File: config.mk
export PLATFORM = sky130hd
export DESIGN_NAME = ram_bist_ctrl
export DESIGN_NICKNAME = d
export VERILOG_FILES = /design/src/rtl/ram_bist_ctrl.sv
export SDC_FILE = /design/constraint.sdc
export NUM_CORES = 1
export LEC_CHECK = 0
export CAP_MARGIN = 20
export CORE_ASPECT_RATIO = 0.5
export CORE_MARGIN = 2
export CORE_UTILIZATION = 44
export CTS_BUF_LIST = sky130_fd_sc_hd__clkbuf_8 sky130_fd_sc_hd__clkbuf_16
export DETAILED_ROUTE_END_ITERATION = 12
export GPL_TIMING_DRIVEN = 0
export HOLD_SLACK_MARGIN = 0.02
export PLACE_DENSITY_LB_ADDON = 0.08
export SLEW_MARGIN = 40
export SYNTH_ARGS = -nofsm -noshare
export SYNTH_HDL_FRONTEND = slang
export SYNTH_SLANG_ARGS = --single-unit
File: constraint.sdc
create_clock -name clk -period 3.2 [get_ports clk]
set_clock_uncertainty 0.2 [all_clocks]
set_input_delay 0.8 -clock clk [delete_from_list [all_inputs] [get_ports clk]]
set_output_delay 0.8 -clock clk [all_outputs]
set_load 0.02 [all_outputs]
File: src/rtl/ram_bist_ctrl.sv
// Two-pass fill-and-verify RAM BIST engine (pass 0: P^a, pass 1: ~(P^a)).
// Optional: define BIST_STOP_ON_ERR_EN to abort the run on the first mismatch.
module ram_bist_ctrl #(
  parameter int AW     = 4,
  parameter int DW     = 8,
  parameter int RD_LAT = 1,
  parameter int ECW    = 8
) (
  input  logic          clk,
  input  logic          rst,
  input  logic          start,
  input  logic [DW-1:0] pattern,
  output logic          busy,
  output logic          done,
  output logic          pass,
  output logic [ECW-1:0] err_cnt,
  output logic [AW-1:0] fail_addr,
  output logic          enb,
  output logic          wr,
  output logic          rd,
  output logic [AW-1:0] w_addr,
  output logic [AW-1:0] r_addr,
  output logic [DW-1:0] w_data,
  input  logic [DW-1:0] r_data
);

  typedef enum logic [2:0] {S_IDLE, S_WR, S_RD, S_DRAIN, S_DONE} state_t;

  typedef struct packed {
    logic          v;
    logic [DW-1:0] e;
    logic [AW-1:0] a;
  } pipe_t;

  localparam logic [AW-1:0] LAST     = '1;
  localparam logic [2:0]    DRN_LAST = 3'(RD_LAT - 1);

  function automatic logic [DW-1:0] exp_fn(input logic [DW-1:0] p,
                                           input logic [AW-1:0] a,
                                           input logic          ph);
    logic [DW-1:0] v;
    v = p ^ DW'(a);
    return ph ? ~v : v;
  endfunction

  state_t          state, state_d;
  logic            pass_idx, pass_idx_d;
  logic [AW-1:0]   addr, addr_d;
  logic [2:0]      drn, drn_d;
  logic [DW-1:0]   pat, pat_d;

  logic            busy_d, done_d, pass_d, enb_d, wr_d, rd_d;
  logic [ECW-1:0]  err_d;
  logic [AW-1:0]   fail_d, w_addr_d, r_addr_d;
  logic [DW-1:0]   w_data_d;

  pipe_t [RD_LAT-1:0] pp;
  pipe_t [RD_LAT:0]   shift_in;
  pipe_t              pin, cmp;
  logic               mism, flush;

  // Stage 0 captures the read presented this cycle; the last stage lines up
  // with r_data RD_LAT cycles after the RAM samples rd/r_addr.
  always_comb begin
    pin.v = rd & ~flush;
    pin.e = exp_fn(pat, r_addr, pass_idx);
    pin.a = r_addr;
  end

  assign shift_in = {pp, pin};
  assign cmp      = pp[RD_LAT-1];
  assign mism     = cmp.v && (r_data != cmp.e);

  always_comb begin
    state_d    = state;
    pass_idx_d = pass_idx;
    addr_d     = addr;
    drn_d      = drn;
    pat_d      = pat;
    busy_d     = busy;
    done_d     = done;
    pass_d     = pass;
    err_d      = err_cnt;
    fail_d     = fail_addr;
    enb_d      = 1'b0;
    wr_d       = 1'b0;
    rd_d       = 1'b0;
    w_addr_d   = w_addr;
    r_addr_d   = r_addr;
    w_data_d   = w_data;
    flush      = 1'b0;

    if (mism) begin
      if (err_cnt != '1) err_d = err_cnt + 1'b1;
      if (err_cnt == '0) fail_d = cmp.a;
    end

    case (state)
      S_IDLE, S_DONE: begin
        state_d = S_IDLE;
        if (start) begin
          pat_d      = pattern;
          err_d      = '0;
          fail_d     = '0;
          done_d     = 1'b0;
          pass_d     = 1'b0;
          busy_d     = 1'b1;
          pass_idx_d = 1'b0;
          addr_d     = '0;
          state_d    = S_WR;
          enb_d      = 1'b1;
          wr_d       = 1'b1;
          w_addr_d   = '0;
          w_data_d   = exp_fn(pattern, '0, 1'b0);
        end
      end
      S_WR: begin
        if (addr == LAST) begin
          state_d  = S_RD;
          addr_d   = '0;
          enb_d    = 1'b1;
          rd_d     = 1'b1;
          r_addr_d = '0;
        end else begin
          addr_d   = addr + 1'b1;
          enb_d    = 1'b1;
          wr_d     = 1'b1;
          w_addr_d = addr + 1'b1;
          w_data_d = exp_fn(pat, addr + 1'b1, pass_idx);
        end
      end
      S_RD: begin
        if (addr == LAST) begin
          state_d = S_DRAIN;
          drn_d   = '0;
        end else begin
          addr_d   = addr + 1'b1;
          enb_d    = 1'b1;
          rd_d     = 1'b1;
          r_addr_d = addr + 1'b1;
        end
      end
      S_DRAIN: begin
        if (drn == DRN_LAST) begin
          if (pass_idx) begin
            // Final compare lands on this edge, so pass uses the updated count.
            state_d = S_DONE;
            busy_d  = 1'b0;
            done_d  = 1'b1;
            pass_d  = (err_d == '0);
          end else begin
            pass_idx_d = 1'b1;
            addr_d     = '0;
            state_d    = S_WR;
            enb_d      = 1'b1;
            wr_d       = 1'b1;
            w_addr_d   = '0;
            w_data_d   = exp_fn(pat, '0, 1'b1);
          end
        end else begin
          drn_d = drn + 1'b1;
        end
      end
      default: state_d = S_IDLE;
    endcase

`ifdef BIST_STOP_ON_ERR_EN
    if (mism) begin
      state_d = S_DONE;
      busy_d  = 1'b0;
      done_d  = 1'b1;
      pass_d  = 1'b0;
      enb_d   = 1'b0;
      wr_d    = 1'b0;
      rd_d    = 1'b0;
      flush   = 1'b1;
    end
`endif
  end

  always_ff @(posedge clk or posedge rst) begin
    if (rst) begin
      state     <= S_IDLE;
      pass_idx  <= 1'b0;
      addr      <= '0;
      drn       <= '0;
      pat       <= '0;
      busy      <= 1'b0;
      done      <= 1'b0;
      pass      <= 1'b0;
      err_cnt   <= '0;
      fail_addr <= '0;
      enb       <= 1'b0;
      wr        <= 1'b0;
      rd        <= 1'b0;
      w_addr    <= '0;
      r_addr    <= '0;
      w_data    <= '0;
    end else begin
      state     <= state_d;
      pass_idx  <= pass_idx_d;
      addr      <= addr_d;
      drn       <= drn_d;
      pat       <= pat_d;
      busy      <= busy_d;
      done      <= done_d;
      pass      <= pass_d;
      err_cnt   <= err_d;
      fail_addr <= fail_d;
      enb       <= enb_d;
      wr        <= wr_d;
      rd        <= rd_d;
      w_addr    <= w_addr_d;
      r_addr    <= r_addr_d;
      w_data    <= w_data_d;
    end
  end

  always_ff @(posedge clk or posedge rst) begin
    if (rst)        pp <= '0;
    else if (flush) pp <= '0;
    else            pp <= shift_in[RD_LAT-1:0];
  end

endmodule

==> results_dict.tcl <==
set metrics [dict create \
    avgSynthCellArea_um2 9.90 \
    setup.worst_path.end_class "flip-flop" \
    synth_edf_count 0 \
    start_kind "input pin" \
    clock_sinks 66 \
    grt_usage_pct 20.2 \
    stdcell_area_um2 4240 \
    synth_ff_type "dfrtp_1" \
    drt_drc_violations_left 0 \
    powerDensity_nw_per_um2 958 \
    r2r_slack_ns 1.01 \
    cts_root_buf "clkbuf_16" \
    required_ns 3.24 \
    crit_type "in -> reg" \
    slowest_stage "clkdlybuf4s50_1" \
    synth_cell_types 51 \
    antenna_cells 0 \
    grt_max_degree 38 \
    die_y_um 65.0 \
    period_share_pct 79.4 \
    area_delta_synth_final_pct 29.5 \
    crit_path_start "r_data[5]" \
    synth_area_leaders "dfrtp_1, xor2_1, nand2_1" \
    yosysTopAreaCellShare_pct 50.4 \
    wl_per_cell_um 15.0 \
    cts_hold_buf 0 \
    synthCells 331 \
    endpoint "pass" \
    worstPathMaxFanout 6 \
    slew_headroom_pct 56.1 \
    grt_pass1_vias 2505 \
    core_area_um2 7270 \
    arrival_ns 2.58 \
    place.gp.congestion 0.875 \
    power.leakage_nw 1.94 \
    worst_pin_slew_ns 0.659 \
    drv_slew 0 \
    hold_path.class "reg -> reg" \
    grt_pass1_wl_um 12600 \
    rows 22 \
    synth_top_area_cell "dfrtp_1" \
    yosysSeqAreaShare_pct 50.4 \
    via_count 2519 \
    r2r_cells 8 \
    syn-num-nets 355 \
    cts_buffers 9 \
    fin_tns_setup_ns 0 \
    register_area_um2 1650 \
    drtIter0Drc 158 \
    ys_seq_elements 66 \
    die_x_um 126 \
    critPathMaxStageDelay_ns 0.41 \
    io_pins 53 \
    fmax_mhz 394 \
    setup_viol 0 \
    cts_setup_buffers 0 \
    drv_cap 0 \
    dieArea_um2 8200 \
    worst_slack_ns 0.659 \
    netlist_area_um2 3280 \
    rr_endpoint "addr[2]" \
    rsz0062_at_grt "no" \
    vias_per_cell 5.08 \
    yosysWarnings 0 \
    pre_cts_ws_ns 0.313 \
    status "complete, no violations" \
    hold_start "rd" \
    cp_num_buf_inv 1 \
    portBuffers 52 \
    clk_pin_slew_ns 0.05 \
    routed_wl_um 7460 \
    async_reset_ff_share_pct 100 \
    critical_path.top_delay_family "compound AO/OA/AOI/OAI gates" \
    placed_cell_area_um2 3940 \
    grt_overflow 0 \
    hold_violations 0 \
    cts-htree-levels 3 \
    nets 419 \
    path_depth 7 \
    clk_latency_ns 0.33 \
    firstDrtPassIters 4 \
    worstReg2RegStart "drn[0]" \
    cp_cell_sequence "clkdlybuf4s50_1 -> xor2_1 -> nor4_1 -> a21boi_2 -> a311oi_1 -> o22ai_1 -> o31ai_2" \
    ant_nets 0 \
    clockBufferDepth 2 \
    cts_tree "done" \
    post_route_cells_drive_above_1_share_pct 10.8 \
    detailed_place_hpwl_um 5410 \
    post-route-min-period_ns 2.54 \
    multi_input_area_um2 1450 \
    cts.repair.resized 0 \
    initial_core_util_pct 45.1 \
    vdd_ir_drop_max_uv 609 \
    nFillCells 638 \
    antenna_found_initial 0 \
]
-- state kept, by name, summed over array words and instances, names as in the netlist, 3 cells and up --
name,count
err_cnt,8
fail_addr,4
r_addr,4
w_data,8
drn,3
state,3
pat,8
cmp,13
w_addr,4
addr,4
-- cell usage after synthesis, types with 2 or more instances --
cell	number
xor2_1	22
nand2_1	42
nand3_1	6
a21oi_1	19
nand4_1	3
buf_2	6
and4_2	3
xnor2_1	16
a211oi_1	3
inv_1	15
dfrtp_1	66
ha_1	5
nor4_1	3
and2_1	2
buf_4	4
nor3b_1	2
nor3_1	8
o31ai_1	3
clkbuf_1	8
and3_1	5
buf_6	3
mux2i_1	7
o22ai_1	3
o21ai_0	13
nor2_1	37
nor2b_1	2
-- worst min path at each step --
stage / slack, ns / endpoint / cells past startpoint
floorplan: 0.21 / cmp[0] / 0
CTS: 0.22 / cmp[12] / 0
global route: 0.24 / cmp[12] / 0
detailed placement: 0.21 / cmp[12] / 0
global placement: 0.20 / cmp[12] / 0
finish: 0.22 / cmp[12] / 0
-- per-layer routing --
metal	wire, um	up-vias	global-route usage, %
met5	0	-	0
met1	3760	1210	29.3
met4	51	0	3.98
met3	460	6	8.26
li1	-	1242	-
met2	3190	61	28.6
-- report_power, final --
part / total, mW / switching, mW / internal [mW]
clock network: 0.967 / 0.332 / 0.635
logic: 1.74 / 0.960 / 0.776
registers: 1.36 / 0.218 / 1.14
-- cell usage in the layout (no fill, tap or decap), types with 4 or more instances in the layout --
| cell type | instances |
|---|---|
| clkbuf_16 | 9 |
| and3_1 | 5 |
| mux2i_1 | 7 |
| ha_1 | 5 |
| a21oi_1 | 19 |
| nand3_1 | 6 |
| nand2_1 | 42 |
| buf_4 | 4 |
| xnor2_1 | 16 |
| clkdlybuf4s50_1 | 52 |
| dfrtp_1 | 66 |
| clkbuf_1 | 8 |
| buf_2 | 6 |
| inv_1 | 17 |
| o21ai_0 | 13 |
| xor2_1 | 22 |
| nor3_1 | 8 |
| nor2_1 | 37 |
-- cell families (layout without fill, tap and decap cells) --
group / Yosys count / count (layout) / share of synthesized area, %
simple gates: 123 / 123 / 18.7
flops: 66 / 66 / 50.4
compound gates: 55 / 55 / 10.7
xor+xnor: 39 / 39 / 10.7
buf+inv: 36 / 105 / 5.50
mux: 7 / 7 / 2.14
fa+ha+maj: 5 / 5 / 1.91
-- through the flow --
stage	power (mW)	hold WS, ns	utilization [%]	std cells
floorplan	2.50	0.213	-	331
global placement	3.06	0.205	53.9	479
detailed placement	3.10	0.215	54.2	480
CTS	4.10	0.221	58.3	496
global route	4.37	0.244	58.4	496
finish	4.06	0.216	58.4	496
-- area by class of cell --
type / instances / area share (%)
plain buffers: 21 / 2.92
clock buffers: 11 / 5.96
clock inverters: 5 / 1.09
inverters: 15 / 1.39
multi-input cells: 229 / 34.2
flip-flops and latches: 66 / 38.9
well taps: 96 / 2.83
repair buffers: 53 / 12.7
(Power assumes the default switching activity.)
